## config.mk

```make
export PLATFORM = sky130hd
export DESIGN_NAME = cache_mem_responder
export DESIGN_NICKNAME = d
export VERILOG_FILES = /design/src/rtl/cache_mem_responder.sv
export SDC_FILE = /design/constraint.sdc
export NUM_CORES = 1
export LEC_CHECK = 0
export ABC_AREA = 1
export CAP_MARGIN = 5
export CORE_MARGIN = 2
export CORE_UTILIZATION = 39
export DETAILED_ROUTE_END_ITERATION = 7
export PLACE_DENSITY = 0.65
export SLEW_MARGIN = 30
export SYNTH_ARGS = -nofsm -noshare
export SYNTH_HDL_FRONTEND = slang
export SYNTH_SLANG_ARGS = --single-unit
```

## constraint.sdc

```tcl
create_clock -name clk_i -period 1.5 [get_ports clk_i]
set_input_delay 0.15 -clock clk_i [delete_from_list [all_inputs] [get_ports clk_i]]
set_output_delay 0.15 -clock clk_i [all_outputs]
set_load 0.02 [all_outputs]
```

## src/rtl/cache_mem_responder.sv

```systemverilog
// Cache line memory responder.
// Turns 128-bit cache line requests into 32-bit backing-SRAM beats.
// Writes are posted through a one-entry pending buffer and drained as four
// write beats. Reads are served as four read beats plus one tail cycle to
// collect the last SRAM word, followed by a one-cycle ready response.
// Every SRAM-side output and the response are driven straight from flops.

package cache_mem_pkg;

    typedef struct packed {
        logic [31:0]  addr;
        logic [127:0] data;
        logic         rw;
        logic         valid;
    } mem_req_type;

    typedef struct packed {
        logic [127:0] data;
        logic         ready;
    } mem_data_type;

endpackage

module cache_mem_responder
    import cache_mem_pkg::*;
#(
    parameter int MEM_AW = 16
) (
    input  logic              clk_i,
    input  logic              rst_ni,
    input  mem_req_type       mem_req_i,
    output mem_data_type      mem_data_o,
    output logic              sram_en_o,
    output logic              sram_we_o,
    output logic [MEM_AW-1:0] sram_addr_o,
    output logic [31:0]       sram_wdata_o,
    input  logic [31:0]       sram_rdata_i,
    output logic              busy_o,
    output logic              overflow_o
);

    // Only the line-address bits that reach the SRAM word address are kept.
    localparam int LW = MEM_AW - 2;

    localparam logic [2:0] ST_IDLE      = 3'd0;
    localparam logic [2:0] ST_WRITE     = 3'd1;
    localparam logic [2:0] ST_READ      = 3'd2;
    localparam logic [2:0] ST_READ_TAIL = 3'd3;
    localparam logic [2:0] ST_RESP      = 3'd4;

    // Selects 32-bit word k of a 128-bit line.
    function automatic logic [31:0] beat_word(input logic [127:0] line,
                                              input logic [1:0]   k);
        logic [31:0] w;
        case (k)
            2'd0:    w = line[31:0];
            2'd1:    w = line[63:32];
            2'd2:    w = line[95:64];
            2'd3:    w = line[127:96];
            default: w = 32'd0;
        endcase
        return w;
    endfunction

    // Registered state.
    logic [2:0]        state_r;
    logic [1:0]        beat_r;
    logic [LW-1:0]     work_line_r;
    logic [127:0]      work_data_r;
    logic              pend_valid_r;
    logic [LW-1:0]     pend_line_r;
    logic [127:0]      pend_data_r;
    logic              overflow_r;
    logic              busy_r;
    logic              sram_en_r;
    logic              sram_we_r;
    logic [MEM_AW-1:0] sram_addr_r;
    logic [31:0]       sram_wdata_r;
    logic [95:0]       rd_buf_r;
    logic [127:0]      resp_data_r;
    logic              resp_ready_r;

    // Next-state values.
    logic [2:0]        state_s;
    logic [1:0]        beat_s;
    logic [LW-1:0]     work_line_s;
    logic [127:0]      work_data_s;
    logic              pend_valid_s;
    logic [LW-1:0]     pend_line_s;
    logic [127:0]      pend_data_s;
    logic              overflow_s;
    logic              busy_s;
    logic              sram_en_s;
    logic              sram_we_s;
    logic [MEM_AW-1:0] sram_addr_s;
    logic [31:0]       sram_wdata_s;
    logic [95:0]       rd_buf_s;
    logic [127:0]      resp_data_s;
    logic              resp_ready_s;

    logic [LW-1:0]     req_line_s;
    logic [1:0]        beat_inc_s;
    logic              wr_pulse_s;
    logic              rd_req_s;
    logic              drain_s;
    logic              unused_s;

    assign req_line_s = mem_req_i.addr[MEM_AW+1:4];
    assign beat_inc_s = beat_r + 2'd1;
    assign wr_pulse_s = mem_req_i.valid & mem_req_i.rw;
    assign rd_req_s   = mem_req_i.valid & ~mem_req_i.rw;
    // The buffer is emptied exactly when IDLE hands it to the WRITE sequence.
    assign drain_s    = (state_r == ST_IDLE) & pend_valid_r;
    // Offset bits and address bits beyond the SRAM range are intentionally dropped.
    assign unused_s   = ^{mem_req_i.addr[31:MEM_AW+2], mem_req_i.addr[3:0]};

    // Sequencer: next state plus the SRAM beat and response to present next cycle.
    always_comb begin
        state_s      = state_r;
        beat_s       = beat_r;
        work_line_s  = work_line_r;
        work_data_s  = work_data_r;
        rd_buf_s     = rd_buf_r;
        resp_data_s  = resp_data_r;
        resp_ready_s = 1'b0;
        sram_en_s    = 1'b0;
        sram_we_s    = 1'b0;
        sram_addr_s  = {MEM_AW{1'b0}};
        sram_wdata_s = 32'd0;

        case (state_r)
            ST_IDLE: begin
                if (pend_valid_r) begin
                    // Posted write has priority over a waiting read.
                    state_s      = ST_WRITE;
                    beat_s       = 2'd0;
                    work_line_s  = pend_line_r;
                    work_data_s  = pend_data_r;
                    sram_en_s    = 1'b1;
                    sram_we_s    = 1'b1;
                    sram_addr_s  = {pend_line_r, 2'd0};
                    sram_wdata_s = beat_word(pend_data_r, 2'd0);
                end else if (rd_req_s) begin
                    state_s     = ST_READ;
                    beat_s      = 2'd0;
                    work_line_s = req_line_s;
                    sram_en_s   = 1'b1;
                    sram_addr_s = {req_line_s, 2'd0};
                end else begin
                    state_s = ST_IDLE;
                end
            end
            ST_WRITE: begin
                if (beat_r == 2'd3) begin
                    state_s = ST_IDLE;
                end else begin
                    beat_s       = beat_inc_s;
                    sram_en_s    = 1'b1;
                    sram_we_s    = 1'b1;
                    sram_addr_s  = {work_line_r, beat_inc_s};
                    sram_wdata_s = beat_word(work_data_r, beat_inc_s);
                end
            end
            ST_READ: begin
                // Read data lags its enable by one cycle, so beat k collects word k-1.
                case (beat_r)
                    2'd1:    rd_buf_s[31:0]  = sram_rdata_i;
                    2'd2:    rd_buf_s[63:32] = sram_rdata_i;
                    2'd3:    rd_buf_s[95:64] = sram_rdata_i;
                    default: rd_buf_s        = rd_buf_r;
                endcase
                if (beat_r == 2'd3) begin
                    state_s = ST_READ_TAIL;
                end else begin
                    beat_s      = beat_inc_s;
                    sram_en_s   = 1'b1;
                    sram_addr_s = {work_line_r, beat_inc_s};
                end
            end
            ST_READ_TAIL: begin
                state_s      = ST_RESP;
                resp_data_s  = {sram_rdata_i, rd_buf_r};
                resp_ready_s = 1'b1;
            end
            ST_RESP: begin
                state_s = ST_IDLE;
            end
            default: begin
                state_s = ST_IDLE;
            end
        endcase
    end

    // Pending write buffer: capture in any state, drop and flag when full and not draining.
    always_comb begin
        pend_valid_s = pend_valid_r;
        pend_line_s  = pend_line_r;
        pend_data_s  = pend_data_r;
        overflow_s   = overflow_r;
        if (wr_pulse_s) begin
            if (!pend_valid_r || drain_s) begin
                pend_valid_s = 1'b1;
                pend_line_s  = req_line_s;
                pend_data_s  = mem_req_i.data;
            end else begin
                overflow_s = 1'b1;
            end
        end else if (drain_s) begin
            pend_valid_s = 1'b0;
        end else begin
            pend_valid_s = pend_valid_r;
        end
        busy_s = (state_s != ST_IDLE) | pend_valid_s;
    end

    // State and output registers with asynchronous clear.
    always_ff @(posedge clk_i or negedge rst_ni) begin
        if (!rst_ni) begin
            state_r      <= ST_IDLE;
            beat_r       <= 2'd0;
            work_line_r  <= {LW{1'b0}};
            work_data_r  <= 128'd0;
            pend_valid_r <= 1'b0;
            pend_line_r  <= {LW{1'b0}};
            pend_data_r  <= 128'd0;
            overflow_r   <= 1'b0;
            busy_r       <= 1'b0;
            sram_en_r    <= 1'b0;
            sram_we_r    <= 1'b0;
            sram_addr_r  <= {MEM_AW{1'b0}};
            sram_wdata_r <= 32'd0;
            rd_buf_r     <= 96'd0;
            resp_data_r  <= 128'd0;
            resp_ready_r <= 1'b0;
        end else begin
            state_r      <= state_s;
            beat_r       <= beat_s;
            work_line_r  <= work_line_s;
            work_data_r  <= work_data_s;
            pend_valid_r <= pend_valid_s;
            pend_line_r  <= pend_line_s;
            pend_data_r  <= pend_data_s;
            overflow_r   <= overflow_s;
            busy_r       <= busy_s;
            sram_en_r    <= sram_en_s;
            sram_we_r    <= sram_we_s;
            sram_addr_r  <= sram_addr_s;
            sram_wdata_r <= sram_wdata_s;
            rd_buf_r     <= rd_buf_s;
            resp_data_r  <= resp_data_s;
            resp_ready_r <= resp_ready_s;
        end
    end

    assign mem_data_o.data  = resp_data_r;
    assign mem_data_o.ready = resp_ready_r;
    assign sram_en_o        = sram_en_r;
    assign sram_we_o        = sram_we_r;
    assign sram_addr_o      = sram_addr_r;
    assign sram_wdata_o     = sram_wdata_r;
    assign busy_o           = busy_r;
    assign overflow_o       = overflow_r;

endmodule
```

==> flow_summary.ini <==
[timing]
slew_violations = 0
finalHoldViolations = 0
setup_tns_ps = -456
setup_viol = 46
clock.fmax_ghz = 0.653
period_needed_ps = 1530
tightestPinTransition_ps = 374
fin_worst_skew_ps = 13.1
fin_ws_ps = -30.4
fin_crit_sh_pct = 102
rsz0062_at_grt = yes
relSlewSlack_pct = 75.1

[route]
wl_per_cell_microns = 17.8
viasPerCell = 4.96
wl_microns = 62200
drt_iter0_markers = 1383
detail_route.first_pass.iterations = 7
vias = 17374
drc = 0
ant_nets = 0

[setup_path]
crit_path_frequent_cell = nand2_1
critPathMaxStageDelay_ps = 450
cp.required_ps = 1980
crit_fanout = 9
cp-start-kind = flip-flop
cpMaxStageDelayCell = dfrtp_2
critical_path.endpoint_type = flip-flop
crit_type = reg2reg
arrival_ps = 2010
critical_path.cell_chain = nor2_4 > buf_6 > nand3_4 > buf_12 > clkbuf_16 > nand2_1 > nand2_1

[clocking]
htree_levels = 2
cts_tree = yes
clkSinkCount = 535
numCtsBuffers = 55
root_buffer = clkbuf_16
clockBufferDepth = 3
path_clk_slew_ps = 60
worstSkewPairLatency_ps = 590

[synthesis]
synth.distinct_cells = 22
ys_seq_elements = 535
postSynthCellCount = 2330
syn_avg_cell_area_sq_um = 8.94
netlist_area_sq_um = 20800
synth_warnings = 0
syn_nets = 2532
ys_seq_area_share_pct = 64.2

[final_layout]
layout_commonest_cell = nand2_1
regArea_sq_um = 13400
nFillCells = 4571
nets = 2970
drive_above_1_share_pct = 12.6
multi_input_area_sq_um = 6700
layout_common_cells = nand2_1, dfrtp_1, clkdlybuf4s50_1
area_growth_pct = 40.5
antenna_cells = 0

[grt]
antenna_found_initial = 0
globalRoute.totalOverflow = 0
grt.total_usage_pct = 19.9
grt_max_degree = 73
grt_pass1_wl_microns = 89600
grt_pass1_vias = 16699

[floorplanning]
die_w_microns = 235
fp.dieH_microns = 235
die-area_sq_um = 55300
fp-row-count = 84
core_region_area_sq_um = 52700
num_io_pins = 377
start_util_pct = 39.6

[pwr]
peakVddDrop_uv = 1350
p_per_area_nw_per_um2 = 2170
total_power_w = 0.0636
leakagePower_nw = 15.0

[min_path]
hold_class = in2async

[job]
cap_violations = 0

[run_status]
status = finished with violations
violations = negative setup slack

[place]
hpwl_microns = 37100
place_congestion = 0.811
io_buffers = 358
==> through the flow <==
| stage | instance area, sq um | std cells | hold WS (ps) | util, % | setup slack, ps |
|---|---|---|---|---|---|
| global placement | 25900 | 3335 | 53.1 | 49.2 | -102 |
| global route | 29300 | 3501 | 29.1 | 55.6 | -97.8 |
| detailed placement | 25900 | 3335 | 52.9 | 49.2 | -150 |
| CTS | 27900 | 3452 | 15.5 | 53.0 | -40.2 |
| floorplan | 20800 | 2330 | -146 | - | 117 |
| finish | 29300 | 3501 | 44.2 | 55.6 | -30.4 |
==> layout make-up <==
| cell class | instances | share of cell area, % |
|---|---|---|
| multi-input cells | 1519 | 22.9 |
| repair buffers | 514 | 20.2 |
| inverters | 142 | 1.93 |
| well taps | 688 | 2.94 |
| clock inverters | 20 | 0.658 |
| clock buffers | 82 | 5.60 |
| flip-flops and latches | 535 | 45.7 |
| repair inverters | 1 | 0.0556 |
==> power breakdown <==
group | leakage [nW] | switching [W] | internal (W) | total [W]
Sequential | 6.62 | 0.00351 | 0.0212 | 0.0247
Clock | 0.898 | 0.00558 | 0.00807 | 0.0137
Combinational | 7.44 | 0.0149 | 0.0103 | 0.0253
==> flip-flops by register name, indices dropped and copies added (netlist names) <==
register,cells
sram_addr_o,16
beat_r,2
pend_data_r,128
pend_line_r,14
resp_data_r,128
sram_we_o,1
busy_o,1
work_line_r,14
pend_valid_r,1
resp_ready_r,1
overflow_o,1
sram_en_o,1
rd_buf_r,96
state_r,3
work_data_r,96
sram_wdata_o,32
==> cells in the mapped netlist <==
| cell type | n | share of area [%] |
|---|---|---|
| a21boi_0 | 1 | 0.036 |
| o21ai_0 | 134 | 3.2 |
| nand3_1 | 168 | 4.0 |
| buf_2 | 77 | 1.8 |
| buf_1 | 3 | 0.054 |
| inv_1 | 138 | 2.5 |
| buf_4 | 1 | 0.036 |
| nor2_1 | 5 | 0.090 |
| nor3_4 | 1 | 0.078 |
| inv_2 | 3 | 0.054 |
| ha_1 | 6 | 0.36 |
| nor2_4 | 2 | 0.11 |
| clkbuf_1 | 55 | 0.99 |
| o21bai_1 | 1 | 0.036 |
| dfrtp_1 | 535 | 64 |
| clkinv_1 | 1 | 0.018 |
| nand2_1 | 1081 | 19 |
| nor3_1 | 1 | 0.024 |
| a21oi_1 | 1 | 0.024 |
| o21ai_1 | 114 | 2.7 |
| nand2_2 | 1 | 0.030 |
| nor2_2 | 1 | 0.030 |
==> metal layers <==
metal	wire length, microns	part of all wire (%)	vias up	GRT usage [%]
li1	-	-	8163	-
met1	27300	44	8456	28.9
met2	29400	47	656	31.1
met3	4140	6.7	99	3.64
met4	1350	2.2	0	4.93
met5	0	0	-	0
==> cells by family (layout without fill, tap and decap cells) <==
kind of cell	count (synthesis)	in the layout	synth area share, %
flops	535	535	64.2
buf+inv	278	759	5.49
compound gates	251	251	6.05
simple gates	1260	1262	23.9
fa+ha+maj	6	6	0.360
==> critical path: cells and delay by family, from the launching register on <==
kind / cells / cell delay (ps)
flip-flops: 1 / 450
AND/OR/NAND/NOR: 4 / 420
buffers and inverters: 3 / 540
==> final timing paths <==
kind | from | to | slack [ps] | cells past startpoint
worst max-delay path | state_r[1] | work_data_r[44] | -30 | 7
worst min-delay path | rst_ni | rd_buf_r[73] | 40 | 2
worst max register to register | state_r[1] | work_data_r[44] | -30 | 7
worst min register to register | pend_data_r[56] | work_data_r[56] | 460 | 2
max in group asynchronous | rst_ni | rd_buf_r[24] | 740 | 4
min in group clk_i | mem_req_i[16] | pend_data_r[14] | 120 | 3
==> repair_timing <==
item                                    CTS  global route
buffers inserted                          6             8
endpoints found under the setup margin  316           529
resized for setup                       230           167
hold endpoints to repair                535             0
hold buffers                              1             0
pin swaps                                 3            29
gates cloned                              8            41
No activity file was read; power rests on OpenSTA's default activity.
